<file path="src/rtl/disp_scan_sched.sv">
`default_nettype none
// ============================================================================
// Module   : disp_scan_sched
// Purpose  : Scan scheduler for a 4-digit multiplexed 7-segment display.
//            Sequences digits 3,2,1,0, blanks all anodes at the start of
//            every digit slot (anti-ghosting), decodes BCD to segments,
//            optionally suppresses leading zeros and offers the upstream
//            datapath a level load / pulse ack handshake that only takes
//            effect at frame boundaries.
// Ports    : clk        in   system clock
//            rst        in   synchronous reset, active-high
//            bcd_in     in   [15:0] four BCD digits, [15:12] = thousands
//            dp_in      in   [3:0] decimal points, active-high, bit3 = thousands
//            lz_en      in   leading-zero suppression enable (used live)
//            load       in   level request to latch bcd_in/dp_in at boundary
//            bright     in   [2:0] brightness (only with DISP_PWM_EN)
//            load_ack   out  1-cycle pulse, inputs copied to active regs
//            frame_done out  1-cycle pulse at each frame boundary
//            seg_n      out  [7:0] {a,b,c,d,e,f,g,dp}, active-low, registered
//            an_n       out  [3:0] digit anodes, active-low, registered
// Config   : define DISP_PWM_EN to add the bright port and slice-based
//            anode dimming inside the SHOW window.
// Revision : 1.0 - initial release
// ============================================================================
module disp_scan_sched #(
    parameter int CLK_HZ    = 50_000_000,
    parameter int SCAN_HZ   = 300,
    parameter int BLANK_CYC = 500
) (
    input  logic        clk,
    input  logic        rst,
    input  logic [15:0] bcd_in,
    input  logic [3:0]  dp_in,
    input  logic        lz_en,
    input  logic        load,
`ifdef DISP_PWM_EN
    input  logic [2:0]  bright,
`endif
    output logic        load_ack,
    output logic        frame_done,
    output logic [7:0]  seg_n,
    output logic [3:0]  an_n
);

    // Clocks per digit slot.
    localparam int c_T  = CLK_HZ / SCAN_HZ;
    // Counter width: holds 0..c_T-1 (both prescaler and blank/show count).
    localparam int c_CW = (c_T > 1) ? $clog2(c_T) : 1;

    localparam logic [0:0] c_ST_BLANK = 1'b0;
    localparam logic [0:0] c_ST_SHOW  = 1'b1;

    generate
        if (BLANK_CYC >= c_T) begin : g_blank_check
            $error("disp_scan_sched: BLANK_CYC must be smaller than CLK_HZ/SCAN_HZ");
        end
    endgenerate

    // ------------------------------------------------------------------
    // Registers
    // ------------------------------------------------------------------
    logic [c_CW-1:0] r_presc;
    logic [c_CW-1:0] r_cnt;      // blank count in BLANK, slot offset in SHOW
    logic [0:0]      r_state;
    logic [1:0]      r_idx;
    logic [15:0]     r_active;
    logic [3:0]      r_dp;
    logic [7:0]      r_seg_n;
    logic [3:0]      r_an_n;

    // ------------------------------------------------------------------
    // Combinational
    // ------------------------------------------------------------------
    logic            w_tick;
    logic            w_boundary;
    logic            w_latch;
    logic            w_blank_done;
    logic            w_enter_show;
    logic [c_CW-1:0] w_presc_nxt;
    logic [c_CW-1:0] w_cnt_nxt;
    logic [0:0]      w_state_nxt;
    logic [1:0]      w_idx_nxt;
    logic [3:0]      w_digit;
    logic [3:0]      w_lead;
    logic [7:0]      w_seg;
    logic            w_pwm_on;
    logic            w_drive;
    logic [7:0]      w_seg_n_nxt;
    logic [3:0]      w_an_n_nxt;

    function automatic logic [7:0] f_decode(input logic [3:0] d);
        logic [7:0] s;
        case (d)
            4'd0:    s = 8'h03;
            4'd1:    s = 8'h9F;
            4'd2:    s = 8'h25;
            4'd3:    s = 8'h0D;
            4'd4:    s = 8'h99;
            4'd5:    s = 8'h49;
            4'd6:    s = 8'h41;
            4'd7:    s = 8'h1F;
            4'd8:    s = 8'h01;
            4'd9:    s = 8'h09;
            default: s = 8'hFD;   // non-BCD shown as a dash
        endcase
        return s;
    endfunction

    assign w_tick       = (r_presc == c_CW'(c_T - 1));
    assign w_boundary   = w_tick && (r_idx == 2'd0);
    // Gating with rst drops a load that coincides with reset.
    assign w_latch      = w_boundary && load && !rst;
    assign w_blank_done = ((int'(r_cnt) + 1) >= BLANK_CYC);
    assign w_enter_show = !w_tick && (r_state == c_ST_BLANK) && w_blank_done;

    assign load_ack   = w_latch;
    assign frame_done = w_boundary && !rst;

    always_comb begin
        w_presc_nxt = w_tick ? '0 : r_presc + c_CW'(1);
        w_state_nxt = r_state;
        w_cnt_nxt   = r_cnt + c_CW'(1);
        w_idx_nxt   = r_idx;
        if (w_tick) begin
            // Slot end: from SHOW (or, defensively, from BLANK) start the
            // next digit's blanking; idx wraps 0 -> 3 by modular decrement.
            w_state_nxt = c_ST_BLANK;
            w_cnt_nxt   = '0;
            w_idx_nxt   = r_idx - 2'd1;
        end else if (w_enter_show) begin
            w_state_nxt = c_ST_SHOW;
            w_cnt_nxt   = '0;
        end
    end

    // Digit k is a leading zero when it and every higher digit are zero.
    assign w_lead[3] = (r_active[15:12] == 4'd0);
    assign w_lead[2] = w_lead[3] && (r_active[11:8] == 4'd0);
    assign w_lead[1] = w_lead[2] && (r_active[7:4] == 4'd0);
    assign w_lead[0] = 1'b0;

    assign w_digit = r_active[{r_idx, 2'b00} +: 4];

    always_comb begin
        w_seg = f_decode(w_digit);
        if (lz_en && w_lead[r_idx]) begin
            w_seg = 8'hFF;
        end
        if (r_dp[r_idx]) begin
            w_seg[0] = 1'b0;
        end
    end

`ifdef DISP_PWM_EN
    // SHOW window split into 8 slices; anode on for slices 0..bright.
    localparam int c_S = (c_T - BLANK_CYC) / 8;
    logic [2:0] r_bright;

    always_ff @(posedge clk) begin
        if (rst) begin
            r_bright <= 3'd0;
        end else if (w_enter_show) begin
            r_bright <= bright;
        end
    end

    assign w_pwm_on = (r_bright == 3'd7) ||
                      (int'(r_cnt) < ((int'(r_bright) + 1) * c_S));
`else
    assign w_pwm_on = 1'b1;
`endif

    assign w_drive     = (r_state == c_ST_SHOW) && w_pwm_on;
    assign w_seg_n_nxt = w_drive ? w_seg : 8'hFF;
    assign w_an_n_nxt  = w_drive ? ~(4'b0001 << r_idx) : 4'hF;

    always_ff @(posedge clk) begin
        if (rst) begin
            r_presc  <= '0;
            r_cnt    <= '0;
            r_state  <= c_ST_BLANK;
            r_idx    <= 2'd3;
            r_active <= 16'h0000;
            r_dp     <= 4'h0;
            r_seg_n  <= 8'hFF;
            r_an_n   <= 4'hF;
        end else begin
            r_presc  <= w_presc_nxt;
            r_cnt    <= w_cnt_nxt;
            r_state  <= w_state_nxt;
            r_idx    <= w_idx_nxt;
            r_seg_n  <= w_seg_n_nxt;
            r_an_n   <= w_an_n_nxt;
            if (w_latch) begin
                r_active <= bcd_in;
                r_dp     <= dp_in;
            end
        end
    end

    assign seg_n = r_seg_n;
    assign an_n  = r_an_n;

endmodule
`default_nettype wire

</file>
<file path="config.mk">
export PLATFORM = sky130hd
export DESIGN_NAME = disp_scan_sched
export DESIGN_NICKNAME = d
export VERILOG_FILES = /design/src/rtl/disp_scan_sched.sv
export SDC_FILE = /design/constraint.sdc
export NUM_CORES = 1
export LEC_CHECK = 0
export ABC_AREA = 0
export CORE_MARGIN = 4
export CORE_UTILIZATION = 40
export DETAILED_ROUTE_END_ITERATION = 7
export HOLD_SLACK_MARGIN = 0.1
export SLEW_MARGIN = 25
export SYNTH_ARGS = -nofsm -noshare
export SYNTH_HDL_FRONTEND = slang
export SYNTH_SLANG_ARGS = --single-unit
</file>
<file path="constraint.sdc">
create_clock -name clk -period 5.8 [get_ports clk]
set_input_delay 1.74 -clock clk [delete_from_list [all_inputs] [get_ports clk]]
set_output_delay 1.74 -clock clk [all_outputs]
set_load 0.02 [all_outputs]
</file>
# --- Yosys cells after proc, flatten, opt, wreduce, memory -nomap -nowiden ---
# Memories as Yosys holds them, arrays and structs flattened. A register that Yosys moved wholly into a read port is not among the register bits.
# Index checks and enable logic that the tools add are counted.
classes:
  bitwise: 2
  n_div: 0
  addsub: 4
  n_reduce_logical: 19
  n_eq_ne: 1
  mul: 0
  mux: 6
  order_cmp: 2
  shift: 2
ops:
  columns: ["op", "count"]
  rows:
  - ["$add A18 B1 Y18 const B", 2]
  - ["$add A18 B1 Y19 const B", 1]
  - ["$ge A19 B9 Y1 const B", 1]
  - ["$eq A18 B18 Y1 const B", 1]
  - ["$shiftx A16 B5 Y4", 1]
  - ["$logic_not A4 Y1", 3]
  - ["$logic_and A1 B1 Y1", 9]
  - ["$reduce_or A3 Y1", 2]
  - ["$bmux W1 S2", 2]
  - ["$mux W1", 4]
  - ["$not A4 Y4", 1]
  - ["$reduce_or A2 Y1", 2]
  - ["$shl A1 B2 Y4 const A", 1]
  - ["$lt A2 B3 Y1 const B", 1]
  - ["$logic_not A1 Y1", 2]
  - ["$logic_not A2 Y1", 1]
  - ["$sub A2 B1 Y2 const B", 1]
  - ["$not A1 Y1", 1]
totals:
  register_bits: 64
  memories: 1
  latchBits: 0
  ramBits: 0
  elab_cells: 45
  out_inout_bits: 14
  rom_bits: 112
  in_bits: 24
mem_list:
  columns: ["memory", "depth", "word_bits", "rd", "rd_clocked_by_memory_dff", "write_ports", "line_no", "text"]
  rows:
  - ["(name not given)", 16, 7, 1, 1, 0, "93", "case (d)"]

# --- Depth between registers and ports, before layout ---
depth:
  ltp_word: 8
  depth_mapped: 9
  depth_no_buf: 7

# --- Worst setup path before layout ---
# Ideal clock, no wire load.
synth_timing:
  path_kind: "input port to output port"
  from: "input port rst"
  to: "output port load_ack"
  path_slack_ns: 1.845
  path_stages: 2
  n_path_buf: 0
  required_ns: 4.060
  arrival_ns: 2.215
  cell_sequence: "nor2b_1 -> and3_1"
synth_via:
  elab_chain_cells: 2
synth_rtl:
  columns: ["element", "line_no", "text"]
  rows:
  - ["from (decl)", "31", "input logic rst,"]
  - ["$logic_not A1 Y1", "112", "assign w_latch = w_boundary && load && !rst;"]
  - ["$logic_and A1 B1 Y1", "112", null]
  - ["to (decl)", "39", "output logic load_ack,"]
# Every way passes these cells.

# --- Worst setup path in the final report ---
# Ends and elaborated chain as after synthesis.

==> impl_metrics.tcl <==
set metrics [dict create \
    yosys_register_bits 71 \
    yosysTopAreaCell "dfxtp_1" \
    slew_headroom_pct 39.7 \
    p_per_area_nw_per_um2 226 \
    grt_overflow 0 \
    finalSetupViolations 0 \
    whs_ns 0.446 \
    netlist_instances 398 \
    clock_path_buffers 2 \
    dp_hpwl_um 4980 \
    async_reset_ff_share_pct 0 \
    end_kind "primary output" \
    cp_max_fo 5 \
    grt_max_degree 30 \
    drv_slew 0 \
    ios 38 \
    nNetsFinal 465 \
    fmax_mhz 197 \
    num_antenna_cells 0 \
    h-tree-depth 3 \
    cts_tree "built" \
    die_h_um 101 \
    required_ns 4.06 \
    worstSkewPairLatency_ns 0.34 \
    rsz0062_at_grt "no" \
    p_leak_nw 1.53 \
    ir_drop_v 0.000108 \
    crit_chain "clkdlybuf4s50_1 -> nor2b_1 -> and3_1 -> clkdlybuf4s50_1" \
    finalClockSkew_ns 0.00824 \
    cts_sinks 71 \
    cts_hold_buf 0 \
    syn_area_um2 3470 \
    place_ws_ns 0.731 \
    port_buffers 37 \
    clkTransAtPathRegs_ns 0.08 \
    setup_ws_ns 0.729 \
    synth-main-ff-cell "dfxtp_1" \
    period_share_pct 87.4 \
    row_count 33 \
    fin_crit_ns 5.07 \
    clock_tree.root_cell "clkbuf_8" \
    finalHoldViolCount 0 \
    max_stage_delay_ns 0.62 \
    synth_edf_count 0 \
    cpMostUsedCell "clkdlybuf4s50_1" \
    min-delay-path-class "reg2reg" \
    synth_top_area_share_pct 41.0 \
    synth_cell_types 49 \
    coreArea_um2 8340 \
    synthTopCellsByArea "dfxtp_1 (41%), nand2_1 (7.4%), xnor2_1 (5.3%), ha_1 (5.1%), nand3b_1 (4.8%)" \
    vias 2730 \
    cp_num_buf_inv 2 \
    post_cts_buffers 0 \
    area_growth_pct 17.7 \
    cts.repair.resized 0 \
    routedWlPerCell_um 13.3 \
    drtPass1Iterations 5 \
    critPathKind "in2out" \
    drc 0 \
    cp_slowest_cell "clkdlybuf4s50_1" \
    grt_pass1_wl_um 12000 \
    maxCapViolations 0 \
    numCtsBuffers 9 \
    drive_gt1_share_pct 8.33 \
    drt-initial-drc-count 77 \
    ys_warn_count 0 \
    critical_path_arrival_ns 3.33 \
    tightestPinTransition_ns 0.905 \
    fin_setup_tns_ns 0 \
    syn_avg_cell_area_um2 8.71 \
    cp_top_family "buffers and inverters" \
    track_usage_pct 14.7 \
    synth_nets 436 \
    ant_nets 0 \
    run_status "finished, final reports clean" \
    die-area_um2 10200 \
    routed_wl_um 7120 \
    start_util_pct 41.6 \
    place_congestion 0.815 \
    antenna_found_initial 0 \
    grt_pass1_vias 2560 \
    viasPerCell 5.08 \
    yosysSeqAreaShare_pct 41.0 \
    fp.dieW_um 101 \
    start_kind "input pin" \
]
-- synthesized netlist by cell type (all sizes together), types with 3 or more instances --
cell type and count:
and2 5, nand2 68, xnor2 21, ha 14, dfxtp 71, xor2 11, nor2b 3, buf 10
a21oi 4, mux2i 6, nand3b 22, inv 11, nand4 10, clkbuf 10, nand2b 3, or3 3
o21ai 10, nor2 39, mux4 4, or2 3, and3 5, nor3 21, nor4 6, nand3 18
-- cells by family (layout without fill, tap and decap cells) --
| group | count (synthesis) | in the layout | share of synthesized area (%) |
|---|---|---|---|
| buf+inv | 31 | 65 | 3.93 |
| flops | 71 | 71 | 41.0 |
| simple gates | 212 | 212 | 31.9 |
| xor+xnor | 32 | 32 | 8.09 |
| mux | 11 | 11 | 4.66 |
| fa+ha+maj | 14 | 14 | 5.05 |
| compound gates | 27 | 27 | 5.31 |
-- path summary, 6_finish.rpt --
path	start	endpoint	slack [ns]	depth (start not counted)
max	rst	load_ack	0.73	4
min	r_state$_SDFFE_PP0P_	an_n[0]$_SDFF_PP1_	0.45	1
max reg2reg	r_cnt[0]$_SDFF_PP0_	r_cnt[11]$_SDFF_PP0_	2.79	7
min reg2reg	r_state$_SDFFE_PP0P_	an_n[0]$_SDFF_PP1_	0.45	1
-- power breakdown --
group	internal (mW)	total (mW)	switching (mW)
Combinational	0.0210	0.0339	0.0129
Clock	0.198	0.391	0.193
Sequential	0.491	0.497	0.00651
-- routing by layer --
layer	global-route usage, %	wire length [um]	vias up
met2	21.1	3100	49
met1	21.2	3640	1255
li1	-	-	1415
met3	3.88	287	11
met4	5.21	92	0
met5	0	0	-
-- metrics by stage --
| step | util [%] | total power [mW] | area (um^2) | cells |
|---|---|---|---|---|
| after floorplan | - | 0.523 | 3470 | 398 |
| after global placement | 46.5 | 0.542 | 3880 | 521 |
| after detailed placement | 46.5 | 0.543 | 3880 | 521 |
| after CTS | 48.9 | 0.934 | 4080 | 537 |
| after global routing | 48.9 | 0.963 | 4080 | 537 |
| final | 48.9 | 0.922 | 4080 | 537 |
-- registers in the layout, summed over array words and instances, names as in the netlist --
name,cells
r_cnt,18
r_presc,18
r_active,16
seg_n,8
an_n,4
r_dp,4
r_idx,2
r_state,1
-- cell usage in the layout, fill, tap and decap left out, drive strengths merged, types with 2 or more instances in the layout --
cell type / n
dfxtp: 71
nand2: 68
nor2: 39
clkdlybuf4s50: 37
nand3b: 22
xnor2: 21
nor3: 21
nand3: 18
ha: 14
inv: 11
xor2: 11
o21ai: 10
nand4: 10
clkbuf: 9
nor4: 6
mux2i: 6
and3: 5
and2: 5
mux4: 4
a21oi: 4
clkinvlp: 4
nor2b: 3
nand2b: 3
or3: 3
or2: 3
nor4b: 2
o31ai: 2
a31oi: 2
clkinv: 2
-- layout make-up --
type	instances	area, um^2
Fill cell	800	4260
Multi-Input combinational cell	296	1910
Sequential cell	71	1420
Timing Repair Buffer	38	378
Tap cell	105	131
Clock buffer	9	124
Clock inverter	7	73.8
Inverter	11	41.3
No activity file was read; power rests on OpenSTA's default activity.
